**src/rtl/muldiv_unit_if.sv**
```systemverilog
// Request/response bundle between the register-file read/write ports and the
// RV32M multiply/divide unit. The core side drives the request; the unit
// returns busy, the write strobe, the result and the destination index.
interface muldiv_unit_if #(
  parameter int XLEN = 32
);
  logic            start;
  logic [2:0]      funct3;
  logic [XLEN-1:0] A;
  logic [XLEN-1:0] B;
  logic [4:0]      rd_in;
  logic            busy;
  logic            done;
  logic [XLEN-1:0] Result;
  logic [4:0]      rd_out;

  modport master (
    output start, funct3, A, B, rd_in,
    input  busy, done, Result, rd_out
  );

  modport slave (
    input  start, funct3, A, B, rd_in,
    output busy, done, Result, rd_out
  );
endinterface

```
**src/rtl/muldiv_unit.sv**
```systemverilog
// Iterative RV32M multiply/divide unit. Operands are reduced to magnitudes on
// accept, a 32-step shift-add multiply or restoring divide runs in CALC, and
// FIX applies the sign correction and picks the architectural result.
// Divide-by-zero and signed-overflow cases bypass the loop entirely.
module muldiv_unit #(
  parameter int XLEN = 32,
  parameter int ITER = 32
) (
  input logic         clk,
  input logic         rst,
  muldiv_unit_if.slave bus
);

  localparam int CW = $clog2(ITER);

  typedef enum logic [1:0] {S_IDLE, S_CALC, S_FIX, S_DONE} state_e;

  typedef enum logic [2:0] {
    OP_MUL    = 3'b000,
    OP_MULH   = 3'b001,
    OP_MULHSU = 3'b010,
    OP_MULHU  = 3'b011,
    OP_DIV    = 3'b100,
    OP_DIVU   = 3'b101,
    OP_REM    = 3'b110,
    OP_REMU   = 3'b111
  } op_e;

  state_e            state_q, state_d;
  op_e               op_q, op_in;
  logic              sign_a_q, sign_b_q;
  // Multiplicand (multiply) or divisor (divide) magnitude.
  logic [XLEN-1:0]   opr_q;
  // Multiply: {partial product high, multiplier/product low}.
  // Divide:   {partial remainder, dividend shifting out / quotient shifting in}.
  logic [2*XLEN-1:0] acc_q, acc_next;
  logic [CW-1:0]     count_q;
  logic [XLEN-1:0]   result_q;
  logic [4:0]        rd_q;

  // Request-side decode (valid while IDLE with start high).
  logic              in_sign_a, in_sign_b;
  logic [XLEN-1:0]   mag_a, mag_b;
  logic              b_zero, overflow, special_in;
  logic [XLEN-1:0]   special_val;
  logic [XLEN-1:0]   opr_in;
  logic [2*XLEN-1:0] acc_in;

  // Iteration and fix-up datapath.
  logic [XLEN:0]     mul_sum;
  logic [XLEN:0]     div_shift;
  logic [XLEN-1:0]   div_diff;
  logic              div_ge;
  logic [2*XLEN-1:0] prod;
  logic [XLEN-1:0]   quot, rem;
  logic [XLEN-1:0]   fix_val;

  // Decode the incoming request: sign flags, magnitudes and bypass cases.
  always_comb begin
    op_in       = op_e'(bus.funct3);
    in_sign_a   = (op_in inside {OP_MULH, OP_MULHSU, OP_DIV, OP_REM}) && bus.A[XLEN-1];
    in_sign_b   = (op_in inside {OP_MULH, OP_DIV, OP_REM}) && bus.B[XLEN-1];
    mag_a       = in_sign_a ? -bus.A : bus.A;
    mag_b       = in_sign_b ? -bus.B : bus.B;
    b_zero      = (bus.B == '0);
    overflow    = (op_in inside {OP_DIV, OP_REM}) &&
                  (bus.A == {1'b1, {(XLEN-1){1'b0}}}) && (bus.B == '1);
    special_in  = bus.funct3[2] && (b_zero || overflow);
    special_val = '0;
    if (b_zero) begin
      special_val = bus.funct3[1] ? bus.A : '1;
    end else if (op_in == OP_DIV) begin
      special_val = {1'b1, {(XLEN-1){1'b0}}};
    end
    // Multiply iterates over B's bits adding A; divide shifts A's bits in against B.
    if (bus.funct3[2]) begin
      opr_in = mag_b;
      acc_in = {{XLEN{1'b0}}, mag_a};
    end else begin
      opr_in = mag_a;
      acc_in = {{XLEN{1'b0}}, mag_b};
    end
  end

  // One loop step plus the sign fix-up applied in FIX.
  // NOTE: every signal written in always_comb gets a value on every path
  // (defaults first); a missed branch would otherwise infer a latch.
  always_comb begin
    mul_sum   = {1'b0, acc_q[2*XLEN-1:XLEN]} + (acc_q[0] ? {1'b0, opr_q} : '0);
    div_shift = {acc_q[2*XLEN-1:XLEN], acc_q[XLEN-1]};
    div_ge    = (div_shift >= {1'b0, opr_q});
    div_diff  = div_shift[XLEN-1:0] - opr_q;
    if (op_q[2]) begin
      acc_next = {(div_ge ? div_diff : div_shift[XLEN-1:0]), acc_q[XLEN-2:0], div_ge};
    end else begin
      acc_next = {mul_sum, acc_q[XLEN-1:1]};
    end

    prod = (sign_a_q ^ sign_b_q) ? -acc_q : acc_q;
    quot = acc_q[XLEN-1:0];
    rem  = acc_q[2*XLEN-1:XLEN];
    unique case (op_q)
      OP_MUL:                      fix_val = prod[XLEN-1:0];
      OP_MULH, OP_MULHSU, OP_MULHU: fix_val = prod[2*XLEN-1:XLEN];
      OP_DIV, OP_DIVU:             fix_val = (sign_a_q ^ sign_b_q) ? -quot : quot;
      default:                     fix_val = sign_a_q ? -rem : rem;
    endcase
  end

  // State register.
  // NOTE: sequential state uses non-blocking assignments so every register
  // samples pre-edge values regardless of statement order.
  always_ff @(posedge clk) begin
    if (rst) state_q <= S_IDLE;
    else     state_q <= state_d;
  end

  // Next-state logic; start is only honoured in IDLE.
  always_comb begin
    state_d = state_q;
    unique case (state_q)
      S_IDLE: if (bus.start) state_d = special_in ? S_DONE : S_CALC;
      S_CALC: if (count_q == CW'(ITER - 1)) state_d = S_FIX;
      S_FIX:  state_d = S_DONE;
      default: state_d = S_IDLE;
    endcase
  end

  // Operand capture, loop iteration and result/destination registers.
  always_ff @(posedge clk) begin
    if (rst) begin
      op_q     <= OP_MUL;
      sign_a_q <= 1'b0;
      sign_b_q <= 1'b0;
      opr_q    <= '0;
      acc_q    <= '0;
      count_q  <= '0;
      result_q <= '0;
      rd_q     <= '0;
    end else begin
      unique case (state_q)
        S_IDLE: begin
          if (bus.start) begin
            op_q     <= op_in;
            rd_q     <= bus.rd_in;
            sign_a_q <= in_sign_a;
            sign_b_q <= in_sign_b;
            opr_q    <= opr_in;
            acc_q    <= acc_in;
            count_q  <= '0;
            if (special_in) result_q <= special_val;
          end
        end
        S_CALC: begin
          acc_q   <= acc_next;
          count_q <= count_q + CW'(1);
        end
        S_FIX:   result_q <= fix_val;
        default: ;
      endcase
    end
  end

  assign bus.busy   = (state_q == S_CALC) || (state_q == S_FIX);
  assign bus.done   = (state_q == S_DONE);
  assign bus.Result = result_q;
  assign bus.rd_out = rd_q;

endmodule

```
**src/flat_wrapper.sv**
```systemverilog
// flat-port wrapper written by rule: the top's interface ports become plain ports
module muldiv_unit_flat 
#(
  parameter int XLEN = 32,
  parameter int ITER = 32
)
  (clk, rst, bus_start, bus_funct3, bus_A, bus_B, bus_rd_in, bus_busy, bus_done, bus_Result, bus_rd_out);
  muldiv_unit_if #(.XLEN(XLEN)) bus_i ();
  input logic clk;
  input logic rst;
  input wire logic [$bits(bus_i.start)-1:0] bus_start;
  input wire logic [$bits(bus_i.funct3)-1:0] bus_funct3;
  input wire logic [$bits(bus_i.A)-1:0] bus_A;
  input wire logic [$bits(bus_i.B)-1:0] bus_B;
  input wire logic [$bits(bus_i.rd_in)-1:0] bus_rd_in;
  output wire logic [$bits(bus_i.busy)-1:0] bus_busy;
  output wire logic [$bits(bus_i.done)-1:0] bus_done;
  output wire logic [$bits(bus_i.Result)-1:0] bus_Result;
  output wire logic [$bits(bus_i.rd_out)-1:0] bus_rd_out;
  assign bus_i.start = bus_start;
  assign bus_i.funct3 = bus_funct3;
  assign bus_i.A = bus_A;
  assign bus_i.B = bus_B;
  assign bus_i.rd_in = bus_rd_in;
  assign bus_busy = bus_i.busy;
  assign bus_done = bus_i.done;
  assign bus_Result = bus_i.Result;
  assign bus_rd_out = bus_i.rd_out;
  muldiv_unit #(.XLEN(XLEN), .ITER(ITER)) u_core (.clk(clk), .rst(rst), .bus(bus_i));
endmodule
```
**config.mk**
```make
export PLATFORM = sky130hd
export DESIGN_NAME = muldiv_unit_flat
export DESIGN_NICKNAME = d
export VERILOG_FILES = /design/src/rtl/muldiv_unit_if.sv /design/src/rtl/muldiv_unit.sv /design/src/flat_wrapper.sv
export SDC_FILE = /design/constraint.sdc
export NUM_CORES = 1
export LEC_CHECK = 0
export CORE_UTILIZATION = 40
export CTS_CLUSTER_SIZE = 25
export DETAILED_ROUTE_END_ITERATION = 10
export PLACE_DENSITY_LB_ADDON = 0.15
export SLEW_MARGIN = 10
export SYNTH_ARGS = -nofsm -noshare
export SYNTH_HDL_FRONTEND = slang
export SYNTH_SLANG_ARGS = --single-unit
```
**constraint.sdc**
```tcl
create_clock -name clk -period 3 [get_ports clk]
set_clock_uncertainty 0.1 [all_clocks]
set_input_delay 0.45 -clock clk [delete_from_list [all_inputs] [get_ports clk]]
set_output_delay 0.45 -clock clk [all_outputs]
set_load 0.005 [all_outputs]
```
Word level (Yosys, flattened, before mapping)
Cells that the tools add are included.

word-level totals
  input bits = 75
  register bits = 145

operators by class
  magnitude comparators = 1
  $add $sub $neg = 8
  eq/ne operators = 18
  bitwise logic cells = 1
  reductions and logical operators = 21
  multiplexer cells = 25

operators by type and width
  operator                                              count
  2-to-1 mux 32 bit                                     13
  2-to-1 mux 64 bit                                     3
  negator 32 bit                                        4
  one-hot mux 64 bit (2 select lines)                   1
  one-hot mux 32 bit (3 select lines)                   1
  equality test 32 bit (second input constant)          2
  negator 64 bit                                        1
  one-hot mux 32 bit (2 select lines)                   1
  adder 32 x 33 -> 33 bit                               1
  >= comparator 33 x 32 -> 1 bit                        1
  logical NOT 32 bit                                    1
  subtractor 32 bit                                     1
  equality test 3 bit (second input constant)           4
  one-hot mux 5 bit (2 select lines)                    1
  equality test 3 x 2 -> 1 bit (second input constant)  3
  equality test 3 x 1 -> 1 bit (second input constant)  2
  2-to-1 mux 2 bit                                      3
  one-hot mux 2 bit (3 select lines)                    1
  AND reduction 2 bit                                   3
  nonzero test 2 bit                                    3
  adder 5 x 1 -> 5 bit (second input constant)          1
  equality test 5 bit (second input constant)           1
  logical AND 1 bit                                     5
  2-to-1 mux 5 bit                                      1
  13 further kinds                                      16

Longest topological paths before layout
Gate-level depths: netlist of run 1.

  depth after elaboration = 9
  depth in mapped cells = 14

Worst setup path before layout of run 1
OpenSTA, ideal clock, no wires.

  path type = input -> register
  from = input port bus_B[1]
  to = register u_core.result_q[20], in the netlist u_core.bus.Result[20]
  setup time = 0.132 ns
  data arrival time = 2.945 ns
  slack = -0.177 ns
  data required time = 2.768 ns
  stages = 10
  buffers on the path = 0
  cell sequence = inv_1 ha_1 or3b_1 nor4_2 nand3_1 or4_4 o22ai_2 a31oi_1 a2111oi_0 nor3_1

between the ends
  word-level cells in the longest chain between the ends = 6
  elaborated cells on any way between the ends = 11

ends and longest elaborated chain
  item                                     line                RTL
  start: declaration                       flat_wrapper.sv:14  input wire logic [$bits(bus_i.B)-1:0] bus_B;
  equality test 32 bit                     muldiv_unit.sv:67   (bus.A == {1'b1, {(XLEN-1){1'b0}}}) && (bus.B == '1);
  logical AND 1 bit                        muldiv_unit.sv:67
  logical OR 1 bit                         muldiv_unit.sv:68   special_in = bus.funct3[2] && (b_zero || overflow);
  logical AND 1 bit                        muldiv_unit.sv:68
  != test 2 x 1 -> 1 bit (no source line)  --
  AND reduction 3 bit (no source line)     --
  end signal: assignment                   muldiv_unit.sv:151  if (special_in) result_q <= special_val;
  end signal: assignment                   muldiv_unit.sv:158  S_FIX: result_q <= fix_val;
  end: declaration                         muldiv_unit.sv:38   logic [XLEN-1:0] result_q;

Several ways; a longest one is shown, not always the timed one. The select of a mux whose other input is x is not followed.
A chain may end at the register's enable or synchronous reset.

Final worst setup path of run 1
  from = register u_core.acc_q[0]
  to = register u_core.result_q[18], in the netlist u_core.bus.Result[18]

between the ends
  word-level cells in the longest chain between the ends = 4
  elaborated cells on any way between the ends = 6

ends and longest elaborated chain
  item                                                           line                                   RTL
  start: declaration                                             muldiv_unit.sv:36                      logic [2*XLEN-1:0] acc_q, acc_next;
  start signal: assignment                                       muldiv_unit.sv:149                     acc_q <= acc_in;
  start signal: assignment                                       muldiv_unit.sv:155                     acc_q <= acc_next;
  negator 64 bit / negator 32 bit (equally long branches)        muldiv_unit.sv:99, muldiv_unit.sv:105
  2-to-1 mux 64 bit / 2-to-1 mux 32 bit (equally long branches)  muldiv_unit.sv:99, muldiv_unit.sv:105
  one-hot mux 32 bit (3 select lines) *                          muldiv_unit.sv:102                     unique case (op_q)
  one-hot mux 32 bit (2 select lines) *                          muldiv_unit.sv:141                     unique case (state_q)

Mark *: on every way between the ends. The rest lies on a longest branch, timed or not.

==> results of run 1 <==
registers in the layout (all words and copies together) (netlist names):
name / cells
u_core.acc_q: 64
u_core.bus.Result: 32
u_core.opr_q: 32
u_core.bus.rd_out: 5
u_core.count_q: 5
u_core.op_q: 3
u_core.state_q: 2
u_core.sign_a_q: 1
u_core.sign_b_q: 1
final timing paths:
path / startpoint / endpoint / slack, ns / depth (start not counted)
worst min register to register: u_core.bus.rd_out[1] / u_core.bus.rd_out[1] / 0.36 / 2
worst min-delay path: rst / u_core.opr_q[10] / 0.20 / 2
worst max-delay path: u_core.acc_q[0] / u_core.bus.Result[18] / -0.11 / 13
worst max register to register: u_core.acc_q[0] / u_core.bus.Result[18] / -0.11 / 13
worst max-delay path: stages, from the launching register on:
cell        delay (ns)
dfxtp_4           0.35
clkinvlp_4        0.12
buf_4             0.14
ha_1              0.16
or3b_4            0.42
nor4_4            0.23
buf_4             0.17
a21oi_1           0.07
xor2_1            0.22
a222oi_1          0.53
buf_4             0.20
mux2i_1           0.07
mux2i_1           0.17
nor2_1            0.05
power by group through the flow:
stage               clock network (mW)  logic [mW]  registers, mW
detailed placement                   0        9.48           2.75
CTS                               2.32        10.1           2.71
global placement                     0        9.44           2.73
floorplan                            0        4.91           2.74
global route                      2.41        11.8           2.79
finish                            2.31        11.2           2.75
what timing repair did:
item	CTS	global route
buffers inserted	36	24
gates resized for setup	152	236
pin swaps	85	116
endpoints found under the setup margin	78	87
gates cloned	5	3
cell families (layout without fill, tap and decap cells):
family	Yosys count	count (layout)	share of synthesized area
flops	145	145	0.194
buf+inv	235	831	0.0605
compound gates	710	711	0.307
simple gates	741	741	0.233
mux	50	50	0.0352
fa+ha+maj	78	78	0.0662
xor+xnor	177	177	0.104
area by class of cell:
| cell class | count | area, um2 |
|---|---|---|
| tap | 468 | 586 |
| clock inverter | 14 | 166 |
| clock buffer | 18 | 439 |
| fill | 3347 | 13600 |
| multi-input combinational | 1757 | 12700 |
| timing repair buffer | 723 | 5940 |
| sequential | 145 | 2930 |
| inverter | 76 | 304 |
routing by layer:
layer / up-vias / global-route usage / routed length (um)
met3: 135 / 0.0713 / 6380
met1: 9325 / 0.537 / 34000
met5: - / 0 / 11
met4: 2 / 0.134 / 2670
li1: 8964 / - / -
met2: 881 / 0.590 / 33100
cells in the final DEF (no fill, tap or decap), types with 19 or more instances in the layout:
master,count
buf_4,582
nor2_1,233
nand2_1,187
a21oi_1,163
dfxtp_1,132
o21ai_0,118
xnor2_1,89
clkdlybuf4s50_1,85
xor2_1,77
inv_1,59
a211oi_1,59
nor3_1,56
ha_1,50
a21o_1,36
o21ai_1,33
nand3_1,32
a31oi_1,29
mux2i_1,29
a21oi_2,26
nand4_1,22
ha_4,22
nand2b_1,21
nor2_4,20
mux2_2,20
clkbuf_16,20
o211ai_1,19
stage by stage:
| step | setup WS [ns] | hold WS (ns) | setup TNS (ns) | utilization |
|---|---|---|---|---|
| 2_1_floorplan | -0.115 | 0.325 | -2.44 | - |
| 3_3_place_gp | -0.889 | 0.342 | -51.53 | 0.559 |
| 3_5_place_dp | -0.991 | 0.348 | -55.98 | 0.559 |
| 4_1_cts | -0.0994 | 0.169 | -0.382 | 0.599 |
| 5_1_grt | -0.255 | 0.187 | -3.56 | 0.628 |
| 6_report | -0.113 | 0.199 | -0.689 | 0.628 |
==> impl_metrics.py, run 1 <==
metrics = {
    "outcome": {
        "status": "finished with violations",
        "violations": "negative setup slack",
    },
    "pwr": {
        "vdd_ir_drop_max_v": 0.000588,
        "internal_power_mw": 8.58,
        "seqPwrFrac": 0.170,
        "power.density_mw_per_mm2": 703,
        "power_mw": 16.2,
        "p_clk_frac": 0.143,
        "netSwitchingFraction": 0.471,
        "p_leak_nw": 9.84,
        "p_switching_mw": 7.64,
        "power_frac_comb": 0.688,
    },
    "placement": {
        "io_buffer_count": 113,
        "detailed_place.area_mm2": 0.0205,
        "hpwl_um": 60000,
        "dp.cells": 3110,
        "place_congestion": 0.991,
    },
    "floorplan": {
        "die_area_mm2": 0.0382,
        "placeableCoreArea_mm2": 0.0367,
        "num_rows": 70,
        "initial_core_util": 0.408,
        "die_h_um": 195,
        "io_pins": 114,
        "fp.dieW_um": 195,
    },
    "detailed_routing": {
        "wirelength_um": 76200,
        "wl_per_cell_um": 23.8,
        "first_pass_iters": 6,
        "num_vias": 19300,
        "drc_errors": 0,
        "drtIter0Drc": 1945,
        "ant_nets": 0,
        "viasPerCell": 6.03,
    },
    "layout": {
        "finalNonFillerCells": 3201,
        "fin_area_mm2": 0.0231,
        "layout.nets": 2873,
        "drive_above_1_share": 0.353,
        "insertedDiodeCount": 0,
        "area_delta_synth_final_pct": 54.1,
    },
    "worst_setup_path": {
        "critPathRequiredTime_ns": 3.22,
        "worst_setup_path_start_kind": "flip-flop",
        "end_kind": "flip-flop",
        "path_max_fanout": 3,
        "critPathKind": "reg -> reg",
        "cp.arrival_ns": 3.34,
    },
    "timing": {
        "fin_ws_ns": -0.113,
        "slew_violations": 0,
        "fmax_mhz": 321,
        "fin_crit_sh": 1.04,
        "final.min_clock_period_ns": 3.11,
        "finalHoldViolCount": 0,
        "worst_pin_slew_ns": 0.963,
        "slew_headroom": 0.355,
        "rsz0062_at_grt": "yes",
        "setup_viol": 13,
    },
    "run": {
        "maxCapViolations": 0,
    },
    "logic_synthesis": {
        "synth_top_area_frac": 0.194,
        "syn_avg_cell_area_um2": 7.01,
        "synthCells": 2136,
        "yosysSeqAreaShare": 0.194,
        "async_reset_ff_frac": 0,
        "synth_commonest_cells": "263 x nor2_1, 193 x nand2_1, 192 x a21oi_1, 164 x o21ai_0, 145 x dfxtp_1",
        "syn_nets": 2289,
        "ys_top_cells_by_area": "dfxtp_1 19%, nor2_1 6.6%, a21oi_1 6.4%, ha_1 6.4%, xnor2_1 5.6%",
        "ys_types": 79,
        "synth_edf_count": 0,
        "synth_top_area_cell": "dfxtp_1",
        "post-synth-top-count-cell": "nor2_1",
        "synth_flop_cell": "dfxtp_1",
        "syn_area_mm2": 0.0150,
        "yosys_warnings": 0,
        "ys_ff_latch": 145,
    },
    "clocking": {
        "clk_latency_ns": 0.45,
        "numCtsBuffers": 17,
        "cts_max_level": 4,
        "clockRootBuffer": "clkbuf_16",
        "clk_pin_slew_ns": 0.07,
        "clock_path_buffers": 2,
        "cts_tree": "yes",
        "clock-sinks": 145,
        "ctsHoldBuffers": 0,
    },
    "global_route": {
        "grt_max_degree": 107,
        "antenna_found_initial": 2,
        "grtUsageTotal": 0.385,
        "grt_pass1_vias": 17900,
        "grt_pass1_wl_um": 111000,
        "gr-total-overflow": 0,
    },
    "worst_hold_path": {
        "hp-class": "in -> reg",
    },
}
(Power assumes the default switching activity.)
==> run 2: changes to the inputs <==
--- a/config.mk
+++ b/config.mk
@@ -5,6 +5,7 @@
 export SDC_FILE = /design/constraint.sdc
 export NUM_CORES = 1
 export LEC_CHECK = 0
+export CAP_MARGIN = 20
 export CORE_UTILIZATION = 40
 export CTS_CLUSTER_SIZE = 25
 export DETAILED_ROUTE_END_ITERATION = 10
==> results of run 2 <==
Final layout, timing and power as in run 1 (identical DEF).
==> run 3: changes to the inputs <==
--- a/config.mk
+++ b/config.mk
@@ -5,7 +5,6 @@
 export SDC_FILE = /design/constraint.sdc
 export NUM_CORES = 1
 export LEC_CHECK = 0
-export CAP_MARGIN = 20
 export CORE_UTILIZATION = 40
 export CTS_CLUSTER_SIZE = 25
 export DETAILED_ROUTE_END_ITERATION = 10
==> results of run 3 <==
Final layout, timing and power as in run 1 (identical DEF).
